==> src/rtl/alu_seq.sv <==
// alu_seq: sequential ALU with registered result and flags.
// Single-cycle operations complete on the acceptance edge. MUL uses
// iterative shift-add and DIV uses iterative restoring division; both take
// WIDTH enabled cycles. A valid/ready handshake lets the controller stall.
//
// Ports:
//   i_clk, i_rst_n          clock (rising edge), async active-low reset
//   i_enable                clock enable; low pauses everything except o_valid clear
//   i_valid / o_ready       request handshake, accepted when both high
//   i_mode                  operation select (0..19, 20..31 pass B)
//   i_operand1, i_operand2  operands A and B
//   i_cflags                incoming {Z,C,S,O}; only C is consumed
//   o_valid                 one-cycle pulse when a new result is presented
//   o_out, o_out_hi         result low half/quotient, high half/remainder
//   o_flags                 {Z,C,S,O} of the last result
module alu_seq #(
  parameter int WIDTH = 8
) (
  input  logic             i_clk,
  input  logic             i_rst_n,
  input  logic             i_enable,
  input  logic             i_valid,
  output logic             o_ready,
  input  logic [4:0]       i_mode,
  input  logic [WIDTH-1:0] i_operand1,
  input  logic [WIDTH-1:0] i_operand2,
  input  logic [3:0]       i_cflags,
  output logic             o_valid,
  output logic [WIDTH-1:0] o_out,
  output logic [WIDTH-1:0] o_out_hi,
  output logic [3:0]       o_flags
);

  localparam int SW = $clog2(WIDTH);
  localparam int CW = $clog2(WIDTH) + 1;
  localparam logic [WIDTH-1:0] ONE = WIDTH'(1);

  typedef enum logic {IDLE, BUSY} state_e;

  state_e           state_q, state_d;
  logic [CW-1:0]    cnt_q, cnt_d;
  logic             isDiv_q, isDiv_d;
  logic [WIDTH-1:0] opB_q, opB_d;
  logic [WIDTH-1:0] hi_q, hi_d;
  logic [WIDTH-1:0] lo_q, lo_d;
  logic [WIDTH-1:0] out_q, out_d;
  logic [WIDTH-1:0] outHi_q, outHi_d;
  logic [3:0]       flags_q, flags_d;
  logic             valid_q, valid_d;

  logic [WIDTH-1:0] a, b;
  logic [SW-1:0]    n;
  logic [SW:0]      nInv;
  logic             unusedCflags;

  assign a            = i_operand1;
  assign b            = i_operand2;
  assign n            = a[SW-1:0];
  assign nInv         = (SW+1)'(WIDTH) - {1'b0, n};
  assign unusedCflags = ^{i_cflags[3], i_cflags[1:0]};

  // Shift/rotate datapaths. The extra bit on each shifter catches the last
  // bit shifted out, which naturally reads 0 when the amount is zero.
  logic [WIDTH-1:0]        rotl, rotr;
  logic [WIDTH:0]          shlWide, shrWide;
  logic signed [WIDTH:0]   sarWide;

  assign rotl    = (b << n) | (b >> nInv);
  assign rotr    = (b >> n) | (b << nInv);
  assign shlWide = {1'b0, b} << n;
  assign shrWide = {b, 1'b0} >> n;
  assign sarWide = $signed({b, 1'b0}) >>> n;

  // One shared adder serves every add and subtract mode. Subtraction is
  // x + ~y + cin, so carry-out directly means "no borrow".
  logic [WIDTH-1:0] addX, addY;
  logic             addCin;
  logic [WIDTH:0]   addSum;
  logic             addOvf;

  always_comb begin
    addX   = a;
    addY   = b;
    addCin = 1'b0;
    case (i_mode)
      5'd1:  begin addY = ~b;                addCin = 1'b1;        end
      5'd7:  begin addX = b;  addY = ~a;     addCin = 1'b1;        end
      5'd8:  begin addX = b;  addY = '0;     addCin = 1'b1;        end
      5'd9:  begin addX = b;  addY = ~ONE;   addCin = 1'b1;        end
      5'd15: begin addX = '0; addY = ~b;     addCin = 1'b1;        end
      5'd16: begin                           addCin = i_cflags[2]; end
      5'd17: begin addY = ~b;                addCin = i_cflags[2]; end
      default: ;
    endcase
    addSum = {1'b0, addX} + {1'b0, addY} + {{WIDTH{1'b0}}, addCin};
    addOvf = (addX[WIDTH-1] == addY[WIDTH-1]) && (addSum[WIDTH-1] != addX[WIDTH-1]);
  end

  logic [WIDTH-1:0] aluRes;
  logic             aluC, aluO;

  always_comb begin
    aluRes = b;
    aluC   = 1'b0;
    aluO   = 1'b0;
    case (i_mode)
      5'd0, 5'd1, 5'd7, 5'd8, 5'd9, 5'd15, 5'd16, 5'd17: begin
        aluRes = addSum[WIDTH-1:0];
        aluC   = addSum[WIDTH];
        aluO   = addOvf;
      end
      5'd2:  aluRes = a;
      5'd4:  aluRes = a & b;
      5'd5:  aluRes = a | b;
      5'd6:  aluRes = a ^ b;
      // After a rotate the final bit carried out lands at the wrap-in end.
      5'd10: begin aluRes = rotl; aluC = (n != '0) && rotl[0];       end
      5'd11: begin aluRes = rotr; aluC = (n != '0) && rotr[WIDTH-1]; end
      5'd12: begin aluRes = shlWide[WIDTH-1:0]; aluC = shlWide[WIDTH]; end
      5'd13: begin aluRes = shrWide[WIDTH:1];   aluC = shrWide[0];     end
      5'd14: begin aluRes = sarWide[WIDTH:1];   aluC = sarWide[0];     end
      default: aluRes = b;
    endcase
  end

  // One iteration step. MUL keeps {hi,lo} as partial product / multiplier.
  // DIV keeps hi as partial remainder and shifts quotient bits into lo; a
  // zero divisor always "fits", yielding all-ones quotient and remainder A.
  logic [WIDTH:0]   mulSum, divShift;
  logic [WIDTH-1:0] divSub;
  logic             divGe;
  logic [WIDTH-1:0] stepHi, stepLo;

  assign mulSum   = {1'b0, hi_q} + {1'b0, opB_q};
  assign divShift = {hi_q, lo_q[WIDTH-1]};
  assign divGe    = divShift >= {1'b0, opB_q};
  assign divSub   = divShift[WIDTH-1:0] - opB_q;

  always_comb begin
    stepHi = hi_q;
    stepLo = lo_q;
    if (isDiv_q) begin
      stepHi = divGe ? divSub : divShift[WIDTH-1:0];
      stepLo = {lo_q[WIDTH-2:0], divGe};
    end else if (lo_q[0]) begin
      {stepHi, stepLo} = {mulSum, lo_q[WIDTH-1:1]};
    end else begin
      {stepHi, stepLo} = {1'b0, hi_q, lo_q[WIDTH-1:1]};
    end
  end

  // Control: accept in IDLE, iterate in BUSY. o_valid is never held over,
  // so its next value defaults to 0 regardless of the enable.
  always_comb begin
    state_d = state_q;
    cnt_d   = cnt_q;
    isDiv_d = isDiv_q;
    opB_d   = opB_q;
    hi_d    = hi_q;
    lo_d    = lo_q;
    out_d   = out_q;
    outHi_d = outHi_q;
    flags_d = flags_q;
    valid_d = 1'b0;
    case (state_q)
      IDLE: begin
        if (i_enable && i_valid) begin
          if (i_mode == 5'd18 || i_mode == 5'd19) begin
            hi_d    = '0;
            lo_d    = a;
            opB_d   = b;
            isDiv_d = (i_mode == 5'd19);
            cnt_d   = CW'(WIDTH);
            state_d = BUSY;
          end else begin
            out_d   = aluRes;
            outHi_d = '0;
            flags_d = {aluRes == '0, aluC, aluRes[WIDTH-1], aluO};
            valid_d = 1'b1;
          end
        end
      end
      BUSY: begin
        if (i_enable) begin
          hi_d  = stepHi;
          lo_d  = stepLo;
          cnt_d = cnt_q - CW'(1);
          if (cnt_q == CW'(1)) begin
            state_d = IDLE;
            cnt_d   = '0;
            valid_d = 1'b1;
            out_d   = stepLo;
            outHi_d = stepHi;
            if (isDiv_q)
              flags_d = {stepLo == '0, 1'b0, stepLo[WIDTH-1], opB_q == '0};
            else
              flags_d = {{stepHi, stepLo} == '0, 1'b0, stepLo[WIDTH-1], stepHi != '0};
          end
        end
      end
      default: state_d = IDLE;
    endcase
  end

  // State and output registers; reset aborts any operation in flight.
  always_ff @(posedge i_clk or negedge i_rst_n) begin
    if (!i_rst_n) begin
      state_q <= IDLE;
      cnt_q   <= '0;
      isDiv_q <= 1'b0;
      opB_q   <= '0;
      hi_q    <= '0;
      lo_q    <= '0;
      out_q   <= '0;
      outHi_q <= '0;
      flags_q <= '0;
      valid_q <= 1'b0;
    end else begin
      state_q <= state_d;
      cnt_q   <= cnt_d;
      isDiv_q <= isDiv_d;
      opB_q   <= opB_d;
      hi_q    <= hi_d;
      lo_q    <= lo_d;
      out_q   <= out_d;
      outHi_q <= outHi_d;
      flags_q <= flags_d;
      valid_q <= valid_d;
    end
  end

  assign o_ready  = (state_q == IDLE) && i_enable;
  assign o_valid  = valid_q;
  assign o_out    = out_q;
  assign o_out_hi = outHi_q;
  assign o_flags  = flags_q;

endmodule

==> config.mk <==
export PLATFORM = sky130hd
export DESIGN_NAME = alu_seq
export DESIGN_NICKNAME = d
export VERILOG_FILES = /design/src/rtl/alu_seq.sv
export SDC_FILE = /design/constraint.sdc
export NUM_CORES = 1
export LEC_CHECK = 0
export ABC_AREA = 1
export CAP_MARGIN = 30
export CORE_MARGIN = 5
export CORE_UTILIZATION = 30
export CTS_CLUSTER_SIZE = 12
export DETAILED_ROUTE_END_ITERATION = 6
export DONT_BUFFER_PORTS = 1
export RECOVER_POWER = 25
export SLEW_MARGIN = 15
export SYNTH_ARGS = -nofsm -noshare
export SYNTH_HDL_FRONTEND = slang
export SYNTH_SLANG_ARGS = --single-unit
==> constraint.sdc <==
create_clock -name i_clk -period 4.3 [get_ports i_clk]
set_input_delay 0.86 -clock i_clk [delete_from_list [all_inputs] [get_ports i_clk]]
set_output_delay 0.86 -clock i_clk [all_outputs]
set_load 0.05 [all_outputs]
==> impl_metrics.tcl, run 1 <==
set metrics [dict create \
    status "completed" \
    synth_area_per_cell_um2 5.81 \
    synth_seq_cells 50 \
    grt.total_usage_pct 17.7 \
    crit_buf_inv 6 \
    drc_errors 0 \
    drive_gt1_share_pct 3.52 \
    dieArea_mm2 0.0231 \
    synth_cell_type_count 44 \
    root_buffer "clkbuf_16" \
    cp_top_family "simple AND/OR/NAND/NOR gates" \
    grt_pass1_wl_um 33800 \
    crit_arrival_ns 4.03 \
    fin_crit_ns 3.79 \
    cts-resized-gates 0 \
    path_clk_slew_ns 0.07 \
    r2r_slack_ns 1.54 \
    rsz0062_at_grt "false" \
    reg2reg_depth 3 \
    cts_buffers 5 \
    dr.first_iter.drc_count 698 \
    hold_viol_final 0 \
    powerDensity_mw_per_mm2 538 \
    crit_path_end_kind "flop" \
    cts_setup_buffers 0 \
    critical_path_class "input pin to flop" \
    worstSkewPairLatency_ns 0.30 \
    maxCapViolCount 0 \
    startpoint_type "input pin" \
    irDropWorstVdd_mv 0.194 \
    die_h_um 152 \
    p_leak_nw 3.34 \
    avgViaCountPerCell 5.17 \
    n_antenna_cell 0 \
    initial_utilization_pct 30.1 \
    cp_common_cell "nand2_1" \
    synth-seq-area-share_pct 20.7 \
    routabilityCongestion 0.932 \
    io_buffers 0 \
    num_rows 52 \
    async_flop_share_pct 100 \
    cts-htree-levels 2 \
    drtPass1Iterations 5 \
    fin_skew_ns 0.00743 \
    yosys_warnings 0 \
    synth_edf_count 0 \
    cts.sinks 50 \
    grt_max_degree 51 \
    utilization_pct 32.2 \
    synth_ff_type "dfrtp_1" \
    worstMarginPinSlew_ns 0.977 \
    max_stage_delay_ns 0.41 \
    num_vias 6682 \
    crit_path_max_fanout 9 \
    antenna_found_initial 0 \
    setup-tns-final_ns 0 \
    grt_pass1_vias 6291 \
    area_growth_pct 6.69 \
    post_synth_instance_area_mm2 0.00604 \
    worstReg2RegStart "state_q" \
    drv_slew 0 \
    cts_tree "done" \
    netlist_instances 1039 \
    grt_overflow_total 0 \
    clock_path_buffers 2 \
    fin_nets 1100 \
    design.core.area_mm2 0.0200 \
    r2r_end "opB_q[3]" \
    hold_class "input pin to asynchronous set/reset pin" \
    layout_commonest_cell "nand2_1" \
    routed_wl_um 20900 \
    io_pins 51 \
    final_cell_mix "nand2_1, inv_1, nor2_1" \
    synth_nets 1116 \
    place_hpwl_um 16300 \
    die_x_um 152 \
    slowest_stage "fa_1" \
    post_drt_wl_per_cell_um 16.2 \
    timing.slew.headroom_pct 34.6 \
    cp_data_required_time_ns 4.54 \
    period_share_pct 88.1 \
    ctsHoldBuffers 0 \
    finalSetupViolCount 0 \
    max_freq_ghz 0.264 \
    ant_nets 0 \
]
cells in the mapped netlist (7+ instances only):
master      n  area, um2
nand4_1    23        144
nor2_1    109        409
ha_1       44        551
nand2_1   370       1390
o21ai_0    56        280
nand2_2     7       43.8
o22ai_1    10       62.6
a21oi_1    35        175
clkbuf_1   16       60.1
inv_1     125        469
dfrtp_1    50       1250
nand3_1   104        521
o211ai_1    8       60.1
per-layer routing:
metal	track usage, %	up-vias	routed length, um
met5	0	-	0
met2	30.2	278	9900
met3	2.05	23	1480
met1	24.0	3039	9230
met4	4.11	0	291
li1	-	3342	-
final cells by class:
cell class | count | area, um2
Clock buffer | 5 | 125
Clock inverter | 2 | 38.8
Fill cell | 2285 | 13600
Inverter | 133 | 499
Multi-Input combinational cell | 829 | 4160
Sequential cell | 50 | 1250
Tap cell | 270 | 338
Timing Repair Buffer | 4 | 30.0
per-stage QoR:
stage                     total power, W  std cells  hold WS [ns]  setup slack, ns  instance area, um2
after floorplan                  0.00254       1039         0.453            0.543                6040
after global placement           0.00299       1286         0.474            0.277                6280
after detailed placement         0.00301       1286         0.479            0.277                6280
after CTS                        0.00347       1293         0.251            0.566                6440
after global routing             0.00380       1293         0.241            0.128                6440
final                            0.00347       1293         0.257            0.513                6440
sequential cells by signal, summed over array words and instances, names as in the netlist:
register  count
cnt_q         4
hi_q          8
isDiv_q       1
lo_q          8
o_flags       4
o_out         7
o_out_hi      8
o_valid       1
opB_q         8
state_q       1
where the power goes:
part           switching (W)  leakage [nW]  internal [W]
Clock               0.000180        0.0799      0.000273
Combinational        0.00120          2.63      0.000627
Sequential          0.000541         0.631      0.000651
Total                0.00192          3.34       0.00155
logic make-up after synthesis:
family          count (synthesis)  share of synthesized area [%]
buf+inv                       160                           10.4
fa+ha+maj                      48                           10.4
compound gates                135                           12.8
simple gates                  637                           44.3
flops                          50                           20.7
xor+xnor                        9                           1.31
worst max path at each step:
stage                     startpoint         end  slack (ns)  depth (start not counted)
after floorplan            i_mode[1]  o_flags[3]        0.54                         29
after global placement     i_mode[1]  o_flags[3]        0.28                         29
after detailed placement   i_mode[1]  o_flags[3]        0.28                         29
after CTS                  i_mode[1]  o_flags[3]        0.57                         29
after global routing       i_mode[1]  o_flags[3]        0.13                         29
final                      i_mode[1]  o_flags[3]        0.51                         29
Power figures use the tool's default switching activity.
==> run 2: changes to the inputs <==
--- a/config.mk
+++ b/config.mk
@@ -5,7 +5,6 @@
 export SDC_FILE = /design/constraint.sdc
 export NUM_CORES = 1
 export LEC_CHECK = 0
-export ABC_AREA = 1
 export CAP_MARGIN = 30
 export CORE_MARGIN = 5
 export CORE_UTILIZATION = 30
==> run 2 against run 1 <==
Clock skew is essentially flat. Global-route usage shrank 1.3 points. First-iteration DRC count shrank 31%. Synthesized cell count shrank 28%. Maximum frequency shrank 2.5%. Worst hold slack gained 0.0035 ns. Via count shrank 13%. Worst setup slack lost 0.098 ns. Sequential power shrank 13%. Flip-flop and latch count is the same. Routed wire length shrank 6.0%. Power shrank 9.7%. Critical path type unchanged.
==> impl_metrics.tcl, run 2 <==
set metrics [dict create \
    synthMuxAreaShare_pct 13.3 \
    cts_tree "done" \
    p_seq_share_pct 33.3 \
    ant_nets 0 \
    grt_pass1_wl_um 31400 \
    synth_edf_count 0 \
    fin_nets 797 \
    p_clk_share_pct 12.4 \
    num_vias 5838 \
    area_growth_pct 6.28 \
    synth_simple_gate_area_share_pct 18.7 \
    dr.first_iter.drc_count 484 \
    synth_top_family_by_area "compound AO/OA/AOI/OAI gates" \
    maxCapViolCount 0 \
    async_flop_share_pct 100 \
    synth.top_cell.area_share_pct 20.5 \
    grt.total_usage_pct 16.4 \
    synth_area_per_cell_um2 8.21 \
    n_antenna_cell 0 \
    yosys.area.top_type "dfrtp_1" \
    place_hpwl_um 15000 \
    grt_max_degree 51 \
    num_rows 52 \
    design.core.area_mm2 0.0201 \
    fin_skew_ns 0.00767 \
    path_clk_slew_ns 0.07 \
    synth_top_cells_by_area "dfrtp_1, ha_1, o21ai_0, mux2i_1, nand2_1" \
    powerDensity_mw_per_mm2 483 \
    grt_overflow_total 0 \
    cts-htree-levels 2 \
    r2r_slack_ns 1.24 \
    synth_ff_type "dfrtp_1" \
    rsz0062_at_grt "false" \
    ctsHoldBuffers 0 \
    cts_setup_buffers 0 \
    hold_viol_final 0 \
    yosys_warnings 0 \
    die_x_um 153 \
    reg2reg_depth 11 \
    antenna_found_initial 0 \
    worstSkewPairLatency_ns 0.29 \
    post_drt_wl_per_cell_um 19.8 \
    routabilityCongestion 0.900 \
    worstMarginPinSlew_ns 0.895 \
    cp_data_required_time_ns 4.48 \
    grt_pass1_vias 5475 \
    p_int_w 0.00157 \
    avgViaCountPerCell 5.90 \
    crit_arrival_ns 4.06 \
    post_synth_instance_area_mm2 0.00610 \
    synth-seq-area-share_pct 20.5 \
    netlist_instances 743 \
    dieArea_mm2 0.0233 \
    r2r_end "o_flags[3]" \
    synth_common_cells "nand2_1, o21ai_0, dfrtp_1" \
    cts_buffers 5 \
    irDropWorstVdd_mv 0.239 \
    yosys.area_share.adder_pct 10.3 \
    p_leak_nw 2.72 \
    timing.slew.headroom_pct 40.3 \
    crit_path_end_kind "flop" \
    routed_wl_um 19600 \
    worstReg2RegStart "opB_q[0]" \
    layout_commonest_cell "nand2_1" \
    yosysMostFrequentCell "nand2_1" \
    period_share_pct 90.4 \
    clock_path_buffers 2 \
    fillCellCount 2117 \
    synth-compound-area-share_pct 28.2 \
    pwr-share-comb_pct 54.3 \
    drtPass1Iterations 5 \
    drc_errors 0 \
    crit_path_max_fanout 19 \
    die_h_um 153 \
    finalSetupViolCount 0 \
    initial_utilization_pct 30.3 \
    fin_crit_ns 3.89 \
    cts.sinks 50 \
    io_pins 51 \
    io_buffers 0 \
    switchingPower_w 0.00157 \
    synth-xor-area-share_pct 1.58 \
    final_cell_mix "nand2_1, o21ai_0, dfrtp_1" \
    hold_class "input pin to asynchronous set/reset pin" \
    setup-tns-final_ns 0 \
    max_freq_ghz 0.257 \
    status "completed" \
    synth_nets 820 \
    switching_share_pct 50.0 \
    hold_slack_ns 0.261 \
    critical_path_class "input pin to flop" \
    drv_slew 0 \
    startpoint_type "input pin" \
    synth_seq_cells 50 \
    root_buffer "clkbuf_16" \
    cts-resized-gates 0 \
    synth_cell_type_count 83 \
    drive_gt1_share_pct 9.72 \
]
## run 2: cell count changes after synthesis, moves of 15 or more
cell	previous run	this run
a22o_1	0	18
mux2i_1	0	29
nand2_1	370	74
nor2_1	109	48
nand3_1	104	17
inv_1	125	45
o21a_1	0	15
## run 2: power by group through the flow
stage          clock [W]  combinational [W]  sequential, W
2_1_floorplan          0            0.00139       0.000955
3_5_place_dp           0            0.00168        0.00106
3_3_place_gp           0            0.00166        0.00105
5_1_grt         0.000419            0.00190        0.00107
6_report        0.000388            0.00170        0.00104
4_1_cts         0.000398            0.00169        0.00105
## run 2: kinds of logic (layout without fill, tap and decap cells)
kind of cell | after synthesis | count (layout)
buf+inv | 99 | 76
fa+ha+maj | 48 | 48
flops | 50 | 50
xor+xnor | 11 | 11
compound gates | 248 | 248
mux | 58 | 58
simple gates | 229 | 229
## run 2: how the worst max path moves through the flow
stage                    from    endpoint  slack [ns]  cells past startpoint
global route        i_mode[3]  o_flags[3]        0.24                     15
floorplan           i_mode[1]  o_flags[3]        0.04                     17
detailed placement  i_mode[2]  o_flags[3]        0.17                     15
finish              i_mode[2]  o_flags[3]        0.41                     14
CTS                 i_mode[2]  o_flags[3]        0.44                     14
global placement    i_mode[2]  o_flags[3]        0.21                     15
## run 2: per-stage QoR
step	power [W]	instance area [um2]	setup WS (ns)	util (%)	cells
6_report	0.00313	6480	0.415	32.2	990
5_1_grt	0.00339	6480	0.242	32.2	990
4_1_cts	0.00314	6480	0.442	32.2	990
3_5_place_dp	0.00274	6340	0.166	31.6	983
3_3_place_gp	0.00272	6340	0.209	31.6	983
2_1_floorplan	0.00234	6130	0.0442	-	743
## run 2: per-layer routing
metal | GRT usage (%) | part of all wire, % | up-vias
li1 | - | - | 2748
met1 | 22.2 | 42 | 2805
met2 | 26.9 | 46 | 249
met3 | 3.44 | 9.2 | 36
met4 | 4.24 | 2.6 | 0
met5 | 0 | 0 | -
## run 2: worst max-delay path: stages
cell and delay, ns:
nor2b_1 0.19, a21oi_1 0.14, o32ai_4 0.17, buf_4 0.23, mux2_2 0.37, ha_1 0.29, a211oi_1 0.31, o21a_1 0.23
nor3_1 0.06, or3_1 0.37, a32oi_1 0.28, a21oi_1 0.08, a41oi_1 0.24, a21bo_1 0.22
## run 2: area by class of cell
type / instances / area, um2 / area share, %
multi-input cells: 594 / 4420 / 68.2
inverters: 49 / 184 / 2.84
flip-flops and latches: 50 / 1250 / 19.3
clock inverters: 2 / 13.8 / 0.212
clock buffers: 5 / 125 / 1.93
repair buffers: 20 / 150 / 2.32
well taps: 270 / 338 / 5.21
